===== config.mk =====
export PLATFORM = sky130hd
export DESIGN_NAME = uart_rx_os
export DESIGN_NICKNAME = d
export VERILOG_FILES = /design/src/rtl/uart_pkg.sv /design/src/rtl/uart_baud_gen.sv /design/src/rtl/uart_rx_os.sv
export SDC_FILE = /design/constraint.sdc
export NUM_CORES = 1
export LEC_CHECK = 0
export ABC_AREA = 1
export BUFFER_PORTS_ARGS = -buffer_cell sky130_fd_sc_hd__buf_2
export CAP_MARGIN = 30
export CORE_MARGIN = 3
export CORE_UTILIZATION = 63
export DETAILED_ROUTE_END_ITERATION = 10
export GPL_ROUTABILITY_DRIVEN = 1
export GPL_TIMING_DRIVEN = 0
export PLACE_DENSITY = 0.89
export SYNTH_ARGS = -nofsm -noshare
export SYNTH_HDL_FRONTEND = slang
export SYNTH_SLANG_ARGS = --single-unit

===== constraint.sdc =====
create_clock -name SYSCLK -period 2.2 [get_ports SYSCLK]
set_input_delay 0.11 -clock SYSCLK [delete_from_list [all_inputs] [get_ports SYSCLK]]
set_output_delay 0.11 -clock SYSCLK [all_outputs]
set_load 0.02 [all_outputs]

===== src/rtl/uart_pkg.sv =====
// uart_pkg: shared UART receiver states, oversampling constants and baud divider helper
package uart_pkg;
  typedef enum logic [1:0] {IDLE, START, DATA, STOP} state_t;
  localparam int OVERSAMPLE = 16;
  localparam int MID_LO = 7;
  localparam int MID_HI = 9;
  localparam int LAST_SAMPLE = 15;
  function automatic int divider(input int xtal, input int baud);
    return xtal / (baud * OVERSAMPLE);
  endfunction
endpackage


===== src/rtl/uart_baud_gen.sv =====
// uart_baud_gen: free-running divider producing a one-cycle oversampling tick
module uart_baud_gen #(
  parameter int DIVIDER = 1
) (
  input  logic SYSCLK,
  input  logic RESET,
  output logic tick
);
  localparam int W = $clog2(DIVIDER + 1);
  logic [W-1:0] cnt;
  assign tick = cnt == W'(DIVIDER - 1);
  // count 0..DIVIDER-1 and wrap on the tick
  always_ff @(posedge SYSCLK)
    if (RESET) cnt <= '0;
    else cnt <= tick ? '0 : cnt + 1'b1;
endmodule


===== src/rtl/uart_rx_os.sv =====
// uart_rx_os: 16x oversampling 8N1 receiver with voting, false-start, framing, overrun and break flags
module uart_rx_os import uart_pkg::*; #(
  parameter int XTAL = 100_000_000,
  parameter int BAUD = 9600,
  parameter int DIVIDER = divider(XTAL, BAUD)
) (
  input  logic       SYSCLK,
  input  logic       RESET,
  input  logic       rx,
  output logic [7:0] rxData,
  output logic       rxRdy,
  input  logic       rxAck,
  output logic       frameErr,
  output logic       overrun,
  output logic       rxBreak
);
  state_t state, stateNext;
  logic [1:0] sync, syncVld;
  logic [3:0] sCnt;
  logic [2:0] bitIdx, smp;
  logic [7:0] shift;
  logic rxS, tick, armed, done, shiftEn, majNow, majHeld;
  assign rxS = sync[1];
  assign majNow = (smp[0] & smp[1]) | (rxS & (smp[0] | smp[1]));
  assign majHeld = (smp[0] & smp[1]) | (smp[2] & (smp[0] | smp[1]));
  uart_baud_gen #(.DIVIDER(DIVIDER)) baudGen (
    .SYSCLK(SYSCLK),
    .RESET(RESET),
    .tick(tick)
  );
  // next-state and per-tick control strobes
  always_comb begin
    stateNext = state;
    done = 1'b0;
    shiftEn = 1'b0;
    if (tick)
      case (state)
        IDLE:  if (!rxS && armed) stateNext = START;
        START: if (sCnt == 4'(MID_HI) && majNow) stateNext = IDLE;
               else if (sCnt == 4'(LAST_SAMPLE)) stateNext = DATA;
        DATA:  if (sCnt == 4'(LAST_SAMPLE)) begin
                 shiftEn = 1'b1;
                 if (bitIdx == 3'd7) stateNext = STOP;
               end
        STOP:  if (sCnt == 4'(MID_HI)) begin
                 done = 1'b1;
                 stateNext = IDLE;
               end
        default: stateNext = IDLE;
      endcase
  end
  // state register
  always_ff @(posedge SYSCLK)
    if (RESET) state <= IDLE;
    else state <= stateNext;
  // synchroniser, sampling, shift register and host-visible flags; syncVld keeps the
  // reset-preset synchroniser ones from arming the receiver before the real line is seen
  always_ff @(posedge SYSCLK)
    if (RESET) begin
      sync <= 2'b11;
      syncVld <= '0;
      armed <= 1'b0;
      sCnt <= '0;
      bitIdx <= '0;
      smp <= '0;
      shift <= '0;
      rxData <= '0;
      rxRdy <= 1'b0;
      frameErr <= 1'b0;
      overrun <= 1'b0;
      rxBreak <= 1'b0;
    end else begin
      sync <= {sync[0], rx};
      syncVld <= {syncVld[0], 1'b1};
      armed <= (done && !majNow) ? 1'b0 : (state == IDLE && syncVld[1] && rxS) ? 1'b1 : armed;
      sCnt <= (stateNext == IDLE) ? '0 : tick ? sCnt + 1'b1 : sCnt;
      smp[0] <= (tick && sCnt == 4'(MID_LO)) ? rxS : smp[0];
      smp[1] <= (tick && sCnt == 4'(MID_LO + 1)) ? rxS : smp[1];
      smp[2] <= (tick && sCnt == 4'(MID_HI)) ? rxS : smp[2];
      bitIdx <= (state == START) ? '0 : shiftEn ? bitIdx + 1'b1 : bitIdx;
      shift <= shiftEn ? {majHeld, shift[7:1]} : shift;
      rxData <= done ? shift : rxData;
      rxRdy <= done | (rxRdy & ~rxAck);
      frameErr <= done ? ~majNow : frameErr;
      overrun <= done ? (rxRdy ? ~rxAck : overrun) : (rxRdy & rxAck) ? 1'b0 : overrun;
      rxBreak <= (done && !majNow && shift == '0) ? 1'b1 : rxS ? 1'b0 : rxBreak;
    end
endmodule

# After elaboration in Yosys (flattened, before gate mapping)
# Index checks and enable logic that the tools add are counted.
# Widths: inputs -> output; s select.
[totals]
input_bits = 4
out_inout_bits = 12
elab_cells = 82
reg_bits = 47
[classes]
n_bitwise = 11
eq_ne = 10
reduce_logical = 21
add_sub_neg = 3
muxes = 20
[ops]
columns = ["cell", "n"]
rows = [
  ["$mux 2", 7],
  ["$eq 4x4->1 const B", 3],
  ["$mux 1", 12],
  ["$add 10x1->10 const B", 1],
  ["$eq 10x10->1 const B", 1],
  ["$logic_and 1x1->1", 9],
  ["$logic_not 8->1", 1],
  ["$pmux 2 s4", 1],
  ["$reduce_or 2->1", 4],
  ["$and 1x1->1", 5],
  ["$add 4x1->4 const B", 1],
  ["$eq 2x2->1 const B", 2],
  ["$eq 4x3->1 const B", 1],
  ["$logic_not 2->1", 2],
  ["$or 1x1->1", 4],
  ["$reduce_bool 2->1", 2],
  ["$add 3x1->3 const B", 1],
  ["$eq 3x3->1 const B", 1],
  ["$eq 2x1->1 const B", 1],
  ["$logic_not 1->1", 2],
  ["$ne 2x2->1 const B", 1],
  ["$not 1->1", 2],
  ["$reduce_and 2->1", 1],
]

# Logic depth before layout (Yosys ltp)
[depth]
ltp_word = 9
mapped_depth = 11
depth_no_buf = 11

# Modules after synthesis
# A second synthesis with hierarchy kept.
[unflattened]
cells_unflattened = 255
area_unflattened_um2 = 2088.3
[by_module_without_submodules]
columns = ["module", "instances", "cells_each", "area_per_inst_um2"]
rows = [
  ["uart_rx_os", 1, 190, 1582.8],
  ["uart_baud_gen", 1, 65, 505.5],
]

# Least setup slack after synthesis
# No wires, ideal clock.
[synth_path]
path_kind = "register -> register"
startpoint = "register baudGen.cnt[0]"
endpoint = "register shift[7]"
slack_ns = 0.806
stages_incl_launch_ff = 10
arrival_ns = 1.278
path_buffers = 0
synth_period_minus_slack_ns = 1.394
cell_sequence = "dfxtp_1 -> inv_1 -> ha_1 -> nand2_1 -> nor3_2 -> nand2_2 -> nor2_8 -> inv_2 -> o21ai_0 -> nor2_1"
[synth_via]
elab_chain_len = 2
[synth_rtl]
columns = ["element", "line", "rtl"]
rows = [
  ["start, declared", "uart_baud_gen.sv:10", "logic [W-1:0] cnt;"],
  ["start signal, assigned", "uart_baud_gen.sv:15", "else cnt <= tick ? '0 : cnt + 1'b1;"],
  ["$eq 10x10->1", "uart_baud_gen.sv:11", "assign tick = cnt == W'(DIVIDER - 1);"],
  ["$mux 1", "uart_rx_os.sv:36", "if (tick)"],
  ["end signal, assigned", "uart_rx_os.sv:81", "shift <= shiftEn ? {majHeld, shift[7:1]} : shift;"],
  ["end, declared", "uart_rx_os.sv:21", "logic [7:0] shift;"],
]
# No other way between the ends.
# A chain may end at the register's enable or synchronous reset.

# Final worst setup path
[layout_path]
startpoint = "register baudGen.cnt[0]"
endpoint = "register bitIdx[1]"
[layout_via]
elab_chain_len = 2
[layout_rtl]
columns = ["element", "line", "rtl"]
rows = [
  ["$eq 10x10->1", "uart_baud_gen.sv:11", ""],
  ["$mux 1", "uart_rx_os.sv:36", ""],
  ["end signal, assigned", "uart_rx_os.sv:80", "bitIdx <= (state == START) ? '0 : shiftEn ? bitIdx + 1'b1 : bitIdx;"],
  ["end, declared", "uart_rx_os.sv:20", "logic [2:0] bitIdx, smp;"],
]
# No other way between the ends.

==> results <==
- The post-synthesis sequential element count is 47.
- The actual transition at the worst max-transition pin is about 0.47 ns.
- The global-route total usage across every layer is approximately 22%.
- The storage element area is 941 sq um.
- Setup repair after global routing left no endpoint under its margin.
- The worst setup slack after layout is ~0.53 ns.
- TritonCTS built the clock tree.
- The number of optimization iterations in the first detailed-route pass is 4.
- Across the run, the number of max-cap violations was 0.
- The critical path launch point type is a flip-flop.
- Entering global routing, the biggest net connects 16 pins.
- The worst setup path is captured at a flip-flop.
- The type of the worst min-delay path is reg -> reg.
- The standard-cell row count is 20.
- The final setup violation count is 0.
- The type of the worst setup path is reg -> reg.
- The via total after detailed routing is ~1800.
- Synthesis produced a netlist with a net count of 298.
- The clock passes through at most 2 buffers.
- The routability congestion estimate is 0.781.
- The ratio of total power to cell area is 576 nW/um^2.
- The clock transition at the register clock pins on the worst setup and hold paths after CTS is 0.13 ns.
- The share of synthesized area occupied by flip-flops and latches is 44.4%.
- The final max-slew violation count came to 0.
- The total I/O pin count is 16.
- The latest clock arrival within the worst-skew pair is 0.38 ns.
- The initial antenna violation count is 0.
- The clock root buffer is sky130_fd_sc_hd__clkbuf_4.
- At the end of the flow, the number of nets in the layout was 322.
- The worst-path maximum fanout is 10.
- Averaged over all synthesized cells, the footprint is 7.41 sq um.
- After detailed routing, the average wire length per cell comes to ~11 um.
- The post-route netlist has around 16% of its cells at a drive strength greater than 1.
- The data arrival time at the worst-slack endpoint is 1.95 ns.
- The total stage count of the critical path is 9.
- The die is 64 um tall.
- Once the clock tree was built, the setup fixing pass inserted 0 buffers.
- The die is between 60 and 70 um wide.
- Compared with the post-synthesis result, the final layout area differs by 10.5%.
- In this run, the number of DRC markers left after iteration 0 of detailed routing was 104.
- The number of hold violations in the final report is 0.
- The worst hold path passes through 2 cells.
- The region available for standard cell placement spans 3130 sq um.
- In this run the worst setup path begins at baudGen.cnt[0].
- In this run the critical register-to-register path is captured at bitIdx[1].
- Across the routed clock network, the largest skew measured is 0.00774 ns.
- The total number of H-tree levels is 2.
- The number of antenna diodes in the final layout is 0.
- The mapped netlist covers 2120 sq um.
- Timing would allow up to 0.598 GHz.
- The netlist uses 29 different library cells.
- The total clock sinks is 47.
- The worst path needs 1.67 ns of the cycle, external delays included.
- The worst-case IR drop observed on VDD is 0.434 mV.
- The number of buffers inserted during clock tree synthesis is 5.
- The number of global-route vias before repair came to 1705.
- Post-CTS repair changed the size of 0 cells.
- The pre-CTS setup slack is 0.521 ns.
- Counting the fill cells in the layout gives 233.
- The run finished with clean final reports.
- The startpoint of the worst-slack reg-to-reg timing path is baudGen.cnt[0].
- The cell count after synthesis is 286.
- The number of cells on the worst reg-to-reg path is 9.
- In this run the remaining antenna-violating nets after routing total 0.
- The path with the worst hold slack has its endpoint at syncVld[1].
- The number of remaining DRC errors is 0.
- The die footprint is 4100 sq um.
- The multi-input gate area in the final layout is 996 sq um.
- The reg2reg setup slack is approximately 0.53 ns.
- The first global-routing pass estimated 7.13 mm of wire.
- Counting both buffers and inverters, the worst setup path holds a total of 2.
- After routing, the total negative slack on setup checks comes to 0 ns.
- The half-perimeter wire length of the detailed placement result is 2.93 mm.
- Cells fill 74.9% of the core in the end.
- The hold buffer count at CTS is 3.
- The total grt overflow is 0.
- The delay contributed by the slowest stage of the critical path is about 0.36 ns.
- Port buffering added 14 buffers.
- The leakage power summed over all cells is approximately 1 nW.
- The worst max-slew margin expressed relative to the limit is 68.6%.
- In the routed layout, each cell is associated on average with a via count of 5.12.
- The required time of the critical path is approximately 2.5 ns.
- Summed over all layers, the routed wires come to 4.06 mm.
- The share of the clock period used by the worst path is 76.0%.
- The gate family responsible for the most delay along the worst path is simple AND/OR/NAND/NOR gates.
- For this run, the number of Yosys warnings is 0.
- The overall power of the completed layout is 1.35 mW.
- The beginning of the worst hold path is syncVld[0].
- The largest individual stage delay along the critical path comes from the cell sky130_fd_sc_hd__dfxtp_1.
- The tightest hold margin is 0.423 ns.
- The starting density of the core is 67.8%.
- Walking the worst path, the cells encountered are inv_1 -> ha_1 -> nand2_1 -> nor3_2 -> nand2_2 -> nor2_8 -> inv_2 -> o21ai_0 -> nor2_1.
## final cells by class
| cell class | count | area share, % |
|---|---|---|
| Clock buffer | 6 | 2.19 |
| Clock inverter | 2 | 0.694 |
| Timing Repair Buffer | 17 | 4.27 |
| Multi-Input combinational cell | 194 | 42.5 |
| Tap cell | 44 | 2.35 |
| Sequential cell | 47 | 40.2 |
| Buffer | 5 | 1.39 |
| Inverter | 40 | 6.41 |
## where the power goes
part	total (mW)	internal [mW]	switching, mW
sequential	0.868	0.861	0.00695
combinational	0.0412	0.0160	0.0252
clock	0.439	0.157	0.282
total	1.35	1.03	0.314
## cells in the final DEF (no fill, tap or decap), types with 2 or more instances in the layout
cell type,n
sky130_fd_sc_hd__nand4_1,2
sky130_fd_sc_hd__nand2_1,65
sky130_fd_sc_hd__nand3_1,11
sky130_fd_sc_hd__nand3_2,3
sky130_fd_sc_hd__a211oi_1,2
sky130_fd_sc_hd__clkbuf_4,5
sky130_fd_sc_hd__dlygate4sd3_1,3
sky130_fd_sc_hd__nor2_2,5
sky130_fd_sc_hd__a21oi_1,22
sky130_fd_sc_hd__nand2_2,2
sky130_fd_sc_hd__ha_1,8
sky130_fd_sc_hd__xor2_1,6
sky130_fd_sc_hd__inv_1,33
sky130_fd_sc_hd__o21ai_0,13
sky130_fd_sc_hd__inv_2,6
sky130_fd_sc_hd__buf_2,16
sky130_fd_sc_hd__or2_2,4
sky130_fd_sc_hd__a31oi_1,2
sky130_fd_sc_hd__dfxtp_1,47
sky130_fd_sc_hd__nor3b_1,3
sky130_fd_sc_hd__nor2_1,39
sky130_fd_sc_hd__nor3_1,2
## worst min-delay path, delay by kind of cell (launching register included)
| kind | cells | cell delay, ns |
|---|---|---|
| buf+inv | 1 | 0.04 |
| simple gates | 1 | 0.03 |
| flops | 1 | 0.33 |
## worst max-delay path by stage
stage                            to  slack (ns)
after floorplan            shift[7]        0.81
after global placement    bitIdx[1]        0.64
after detailed placement  bitIdx[1]        0.52
after CTS                 bitIdx[1]        0.51
after global routing      bitIdx[1]        0.38
final                     bitIdx[1]        0.53
## sequential cells by signal, indices dropped and copies added (netlist names), 2 cells and up
register     cells
syncVld          2
shift            8
state            2
rxData           8
sCnt             4
bitIdx           3
sync             2
baudGen.cnt     10
smp              3
## through the flow
step	instances	instance area, sq um
2_1_floorplan	286	2120
3_3_place_gp	344	2240
3_5_place_dp	344	2240
4_1_cts	355	2340
5_1_grt	355	2340
6_report	355	2340
## metal layers
layer / vias to the layer above / wire length [um] / GRT usage (%) / share of wire (%)
met5: - / 0 / 0 / 0
met4: 0 / 65 / 9.16 / 1.6
met3: 7 / 159 / 6.33 / 3.9
met2: 42 / 1870 / 35.1 / 46
met1: 824 / 1960 / 28.1 / 48
li1: 943 / - / - / -
## cell usage after synthesis, drive strengths merged
cell,count,share of area (%)
a21oi,22,5.2
or2,5,1.6
o21ai,14,3.3
clkbuf,1,0.18
nand3b,1,0.35
a31oi,2,0.59
nand3,14,4.0
a211oi,2,0.71
nor3b,3,1.1
inv,39,6.9
nand4,2,0.59
clkinv,1,0.18
nor2,45,9.3
ha,8,4.7
xor2,6,2.5
nand2,67,12
buf,4,1.4
dfxtp,47,44
nor3,3,0.94
## kinds of logic (layout without fill, tap and decap cells)
group,Yosys count,after routing,share of synthesized area (%)
AND/OR/NAND/NOR,140,140,30.0
flip-flops,47,47,44.4
buffers and inverters,45,70,8.62
AO/OA/AOI/OAI,40,40,9.80
adder cells (fa/ha/maj),8,8,4.72
XOR/XNOR,6,6,2.48
Note: power is estimated with default switching activity, not from simulation.
